`src/rtl/aes_spi_pkg.sv`:
```
// Shared types and constants for the AES SPI front end.
package aes_spi_pkg;

  typedef enum logic [2:0] {
    IDLE,
    RECV,
    START,
    WAIT,
    SEND,
    DONE
  } state_e;

  localparam int PREAMBLE_BITS   = 1;
  localparam int RES_W           = 128;
  localparam int TIMEOUT_DEFAULT = 1024;

  // Serial frame length: one 128-bit block followed by an Nk-word key.
  function automatic int frame_bits(input int nk);
    return RES_W + nk * 32;
  endfunction

endpackage

```
`src/rtl/spi_shift_reg.sv`:
```
// Parameterised MSB-first shift register: parallel load has priority over
// shift; shifting moves toward the MSB and inserts sin at bit 0.
module spi_shift_reg #(
  parameter int W = 8
) (
  input  logic         clk,
  input  logic         rst,
  input  logic         load,
  input  logic [W-1:0] load_val,
  input  logic         shift,
  input  logic         sin,
  output logic [W-1:0] q,
  output logic         sout
);

  logic [W-1:0] data_q, data_d;

  // Next value: load wins, otherwise optional shift-left.
  always_comb begin
    data_d = data_q;
    if (load) begin
      data_d = load_val;
    end else if (shift) begin
      data_d = {data_q[W-2:0], sin};
    end
  end

  // Storage with asynchronous active-low clear.
  always_ff @(posedge clk or negedge rst) begin
    if (!rst) begin
      data_q <= '0;
    end else begin
      data_q <= data_d;
    end
  end

  assign q    = data_q;
  assign sout = data_q[W-1];

endmodule

```
`src/rtl/aes_spi_frontend.sv`:
```
// SPI-side front end for an AES core: receives {data, key} MSB first,
// pulses core_start, waits for core_done, then returns a '1' preamble
// followed by the 128-bit result on SDO.
// Optional WAIT watchdog: define AES_SPI_TIMEOUT_EN.
//
// state | meaning
// ------+------------------------------------------------------------
// IDLE  | CS high or frame not begun; SDO low
// RECV  | shifting frame bits in from SDI
// START | single cycle with core_start high; block/key presented
// WAIT  | waiting for core_done (or watchdog expiry)
// SEND  | preamble bit, then result MSB first
// DONE  | result sent; wait for CS to rise
module aes_spi_frontend
  import aes_spi_pkg::*;
#(
  parameter int Nk             = 4,
  parameter int Nr             = 10,
  parameter int TIMEOUT_CYCLES = TIMEOUT_DEFAULT
) (
  input  logic               clk,
  input  logic               rst,
  input  logic               CS,
  input  logic               SDI,
  output logic               SDO,
  output logic               core_start,
  output logic [RES_W-1:0]   core_data_in,
  output logic [Nk*32-1:0]   core_key,
  input  logic               core_done,
  input  logic [RES_W-1:0]   core_data_out,
  output logic               busy,
  output logic               err
);

  localparam int FRAME_BITS = frame_bits(Nk);
  localparam int KEY_W      = Nk * 32;
  localparam int CNT_W      = $clog2(FRAME_BITS + 1);
  localparam int SEND_LAST  = PREAMBLE_BITS + RES_W - 1;

  // Round count belongs to the attached core; carried here so both share one parameter set.
  localparam int nr_unused = Nr;

  state_e              state_q, state_d;
  logic [CNT_W-1:0]    cnt_q, cnt_d;
  logic                sdo_q, sdo_d;
  logic                start_q, start_d;
  logic                busy_q, busy_d;

  logic                rx_shift;
  logic                tx_load, tx_shift;
  logic [RES_W-1:0]    tx_load_val;
  logic                tx_sout;
  logic                tmr_expired;

  logic [FRAME_BITS-1:0] rx_q;
  logic                  rx_sout_unused;
  logic [RES_W-1:0]      tx_q_unused;

  spi_shift_reg #(.W(FRAME_BITS)) u_rx (
    .clk      (clk),
    .rst      (rst),
    .load     (1'b0),
    .load_val ('0),
    .shift    (rx_shift),
    .sin      (SDI),
    .q        (rx_q),
    .sout     (rx_sout_unused)
  );

  spi_shift_reg #(.W(RES_W)) u_tx (
    .clk      (clk),
    .rst      (rst),
    .load     (tx_load),
    .load_val (tx_load_val),
    .shift    (tx_shift),
    .sin      (1'b0),
    .q        (tx_q_unused),
    .sout     (tx_sout)
  );

`ifdef AES_SPI_TIMEOUT_EN
  localparam int TMR_W = $clog2(TIMEOUT_CYCLES + 1);

  logic [TMR_W-1:0] tmr_q, tmr_d;
  logic             err_q, err_d;

  assign tmr_expired = (tmr_q == '0);

  // Watchdog reloads during START and counts down through WAIT; err is sticky until the next frame begins.
  always_comb begin
    tmr_d = tmr_q;
    err_d = err_q;
    if (state_q == START) begin
      tmr_d = TMR_W'(TIMEOUT_CYCLES - 1);
    end else if (state_q == WAIT && tmr_q != '0) begin
      tmr_d = tmr_q - 1'b1;
    end
    if (state_q == IDLE && !CS) begin
      err_d = 1'b0;
    end else if (state_q == WAIT && !CS && !core_done && tmr_expired) begin
      err_d = 1'b1;
    end
  end

  // Watchdog registers.
  always_ff @(posedge clk or negedge rst) begin
    if (!rst) begin
      tmr_q <= '0;
      err_q <= 1'b0;
    end else begin
      tmr_q <= tmr_d;
      err_q <= err_d;
    end
  end

  assign err = err_q;
`else
  localparam int timeout_unused = TIMEOUT_CYCLES;

  assign tmr_expired = 1'b0;
  assign err         = 1'b0;
`endif

  // Sequencing: next state, bit counter, shift controls and next registered outputs.
  always_comb begin
    state_d     = state_q;
    cnt_d       = cnt_q;
    sdo_d       = 1'b0;
    start_d     = 1'b0;
    rx_shift    = 1'b0;
    tx_load     = 1'b0;
    tx_shift    = 1'b0;
    tx_load_val = core_data_out;
    unique case (state_q)
      IDLE: begin
        if (!CS) begin
          rx_shift = 1'b1;
          cnt_d    = CNT_W'(1);
          state_d  = RECV;
        end
      end
      RECV: begin
        if (CS) begin
          cnt_d   = '0;
          state_d = IDLE;
        end else begin
          rx_shift = 1'b1;
          if (cnt_q == CNT_W'(FRAME_BITS - 1)) begin
            cnt_d   = '0;
            start_d = 1'b1;
            state_d = START;
          end else begin
            cnt_d = cnt_q + 1'b1;
          end
        end
      end
      START: begin
        state_d = CS ? IDLE : WAIT;
      end
      WAIT: begin
        if (CS) begin
          state_d = IDLE;
        end else if (core_done || tmr_expired) begin
          // A timed-out WAIT still sends the preamble, then an all-zero result.
          tx_load     = 1'b1;
          tx_load_val = core_done ? core_data_out : '0;
          sdo_d       = 1'b1;
          cnt_d       = '0;
          state_d     = SEND;
        end
      end
      SEND: begin
        if (CS) begin
          cnt_d   = '0;
          state_d = IDLE;
        end else if (cnt_q == CNT_W'(SEND_LAST)) begin
          cnt_d   = '0;
          state_d = DONE;
        end else begin
          sdo_d    = tx_sout;
          tx_shift = 1'b1;
          cnt_d    = cnt_q + 1'b1;
        end
      end
      DONE: begin
        if (CS) begin
          state_d = IDLE;
        end
      end
      default: begin
        cnt_d   = '0;
        state_d = IDLE;
      end
    endcase
    busy_d = (state_d != IDLE);
  end

  // State and registered outputs.
  always_ff @(posedge clk or negedge rst) begin
    if (!rst) begin
      state_q <= IDLE;
      cnt_q   <= '0;
      sdo_q   <= 1'b0;
      start_q <= 1'b0;
      busy_q  <= 1'b0;
    end else begin
      state_q <= state_d;
      cnt_q   <= cnt_d;
      sdo_q   <= sdo_d;
      start_q <= start_d;
      busy_q  <= busy_d;
    end
  end

  assign SDO          = sdo_q;
  assign core_start   = start_q;
  assign busy         = busy_q;
  assign core_data_in = rx_q[FRAME_BITS-1 -: RES_W];
  assign core_key     = rx_q[KEY_W-1:0];

endmodule

```
`config.mk`:
```
export PLATFORM = sky130hd
export DESIGN_NAME = aes_spi_frontend
export DESIGN_NICKNAME = d
export VERILOG_FILES = /design/src/rtl/aes_spi_pkg.sv /design/src/rtl/spi_shift_reg.sv /design/src/rtl/aes_spi_frontend.sv
export SDC_FILE = /design/constraint.sdc
export NUM_CORES = 1
export LEC_CHECK = 0
export ABC_AREA = 1
export CAP_MARGIN = 10
export CORE_MARGIN = 2
export CORE_UTILIZATION = 34
export DETAILED_ROUTE_END_ITERATION = 12
export PLACE_DENSITY = 0.58
export SKIP_CTS_REPAIR_TIMING = 1
export SLEW_MARGIN = 0
export SYNTH_ARGS = -nofsm -noshare
export SYNTH_HDL_FRONTEND = slang
export SYNTH_SLANG_ARGS = --single-unit
```
`constraint.sdc`:
```
create_clock -name clk -period 2.5 [get_ports clk]
set_clock_uncertainty 0.1 [all_clocks]
set_input_delay 0.625 -clock clk [delete_from_list [all_inputs] [get_ports clk]]
set_output_delay 0.625 -clock clk [all_outputs]
set_load 0.01 [all_outputs]
```
==> results.md <==
* CP Capture Type: output pin
* CP max stage delay at 0.65 ns
* Worst Path Required at 1.77 ns
* Critical path type: flop to output pin
* Share of the yosys chip area belonging to registers at 0.5861
* R2r worst-path depth at 10
* Slew @ Worst Pin at approximately 0.59 ns
* CTS Sinks at between 300 and 400
* Hold depth at 2
* Post-route DRC at 0
* Total track usage at 0.1836
* Worst-path maximum fanout at 3
* Via count at approximately 14000
* Final min period at around 2.4 ns
* Hpwl dp at roughly 33000 µm
* GPL Wtd Cong at 0.8486
* RSZ-0062 raised after global routing: no
* Die X-Extent at between 200 and 250 µm
* Final ANT Viol Nets at 0
* Final worst slack at approximately 0.14 ns
* DIE HEIGHT at ~230 µm
* Mapped Area at approximately 17000 µm²
* Most frequent cells in the layout: nand2_1 (797), dfrtp_1 (399), clkdlybuf4s50_1 (390)
* Routed wire length at ~48000 µm
* Initial DRC count at roughly 990
* Ports at ~400
* Power Dens Cells at 854.1 nW/µm²
* # port buffers at 391
* Status: completed
* Crit share post-route at 0.9442
* Synth Net Count at 2200
* Core Box Area at about 50000 µm²
* Mean Syn Cell Area at between 8 and 9 µm²
* YS warnings at 0
* CP bufs+invs at 1
* Wire per inst at around 15 µm
* Vias per inst at around 4.6
* CTS tree: built
* Initial Util at 0.3423
* Clk_lat worst skew at between 0.5 and 0.6 ns
* FP Rows at 82
* Antenna violations before repair at 0
* Largest net degree at the start of global routing at approximately 90
* Cts bufs inserted at 46
* Fin. Hold Viols at 0
* CP arrival at 1.64 ns
* FMAX at around 0.42 GHz
* Layout cell share with drive strength beyond 1 at 0.06028
* Global-route wire length before repair at 77600 µm
* Commonest non-fill, non-tap cell in the layout: nand2_1
* Htree depth at 2
* Hold Path Class: flop to flop
* Crit path cell chain: clkdlybuf4s50_1
* CP startpoint kind: flop
* Dpl ws at -0.02676 ns
* Fin Hold WS at 0.4024 ns
* Final setup fails at 0
* Final Max Slew Viols at 0
* Maximum vdd ir drop at 627.1 µV
* Number of inserted diodes at 0
* Design area at roughly 24000 µm²
* Area growth syn-to-layout at 38.16%
* Max-cap violations at 0
* Grt ovf at 0
* Placed inst area at 21940 µm²
* Crit path max-delay family: buffers and inverters
* Pleak at 0.01186 µW
* Number of library cell types mapped by synthesis at 27
* DR pass1 iterations at 5
* Clk buf depth at 3
* Vias in the first global route at 14160
* Final Net Count at 2572
* FF+latch count, synth at between 300 and 400
* Crit. path cell count at 1
* CTS clk-pin slew, worst paths at ~0.060 ns
* Total die area at approximately 52000 µm²
* Synth Instances at 2063
* CTS Root Cell: clkbuf_16
* Slew headroom at 0.6060
* CP max stage cell: clkdlybuf4s50_1
-- stage by stage --
stage	setup TNS [ns]	std cells	utilization	power (µW)
after detailed placement	-0.04902	3058	0.4410	13350
final	0	3144	0.4730	20100
after global routing	0	3144	0.4730	21190
after global placement	0	3058	0.4410	13290
after floorplan	0	2063	-	10030
after CTS	0	3143	0.4728	20410
-- power by group --
| part | leakage, µW | internal [µW] | switching [µW] |
|---|---|---|---|
| combinational | 0.00611 | 2550 | 2270 |
| clock | 0.000782 | 4180 | 2700 |
| sequential | 0.00497 | 7550 | 837 |
-- state kept, by name (all words and copies together) (netlist names) --
register	cells
SDO	1
busy	1
cnt_q	9
core_start	1
state_q	3
u_rx.q	256
u_tx.q	128
-- path summary, 6_finish.rpt --
check | from | slack [ns] | endpoint
max in group asynchronous | rst | 0.99 | u_rx.q[10]
worst min register to register | u_rx.q[119] | 0.40 | u_rx.q[119]
min in group asynchronous | rst | 0.54 | u_tx.q[109]
worst max-delay path | u_rx.q[237] | 0.14 | core_data_in[109]
worst max register to register | cnt_q[0] | 0.30 | cnt_q[6]
worst min-delay path | u_rx.q[119] | 0.40 | u_rx.q[119]
-- logic make-up after synthesis --
logic type | synth area share
XOR/XNOR | 0.001028
buffers and inverters | 0.07323
AND/OR/NAND/NOR | 0.2569
adder cells (fa/ha/maj) | 0.002938
AO/OA/AOI/OAI | 0.07955
flip-flops | 0.5861
other | 0.0002201
-- metal layers --
| metal | vias up | track usage | routed length, µm |
|---|---|---|---|
| met5 | - | 0 | 0 |
| met4 | 0 | 0.04256 | 680 |
| met3 | 53 | 0.07138 | 4455 |
| met2 | 408 | 0.2835 | 21450 |
| met1 | 6774 | 0.2434 | 21220 |
| li1 | 7166 | - | - |
-- cells in the mapped netlist --
master | count | share of area
o21ai_1 | 10 | 0.0029
nand3_2 | 1 | 0.00059
o21ai_0 | 124 | 0.036
inv_2 | 3 | 0.00066
conb_1 | 1 | 0.00022
clkbuf_2 | 10 | 0.0029
buf_4 | 19 | 0.0084
buf_2 | 72 | 0.021
clkbuf_1 | 20 | 0.0044
xor2_1 | 2 | 0.0010
nand2_1 | 798 | 0.18
dfrtp_1 | 399 | 0.59
o211ai_1 | 1 | 0.00044
ha_1 | 4 | 0.0029
a21oi_1 | 129 | 0.038
inv_1 | 152 | 0.033
o2111ai_1 | 1 | 0.00051
nand3_1 | 147 | 0.043
nor3_1 | 3 | 0.00088
nand3b_1 | 1 | 0.00044
buf_1 | 10 | 0.0022
o21ai_4 | 1 | 0.00096
nand4_1 | 8 | 0.0029
o22ai_1 | 1 | 0.00037
nor2_1 | 144 | 0.032
nor3_4 | 1 | 0.00096
nand2_2 | 1 | 0.00037
-- layout make-up --
cell class	instances	area (µm²)
multi-input combinational	1378	5832
inverter	155	583.1
sequential	399	9985
timing repair buffer	455	4715
fill	4803	26220
tap	672	840.8
clock inverter	15	178.9
clock buffer	70	1403
(Power assumes the default switching activity.)
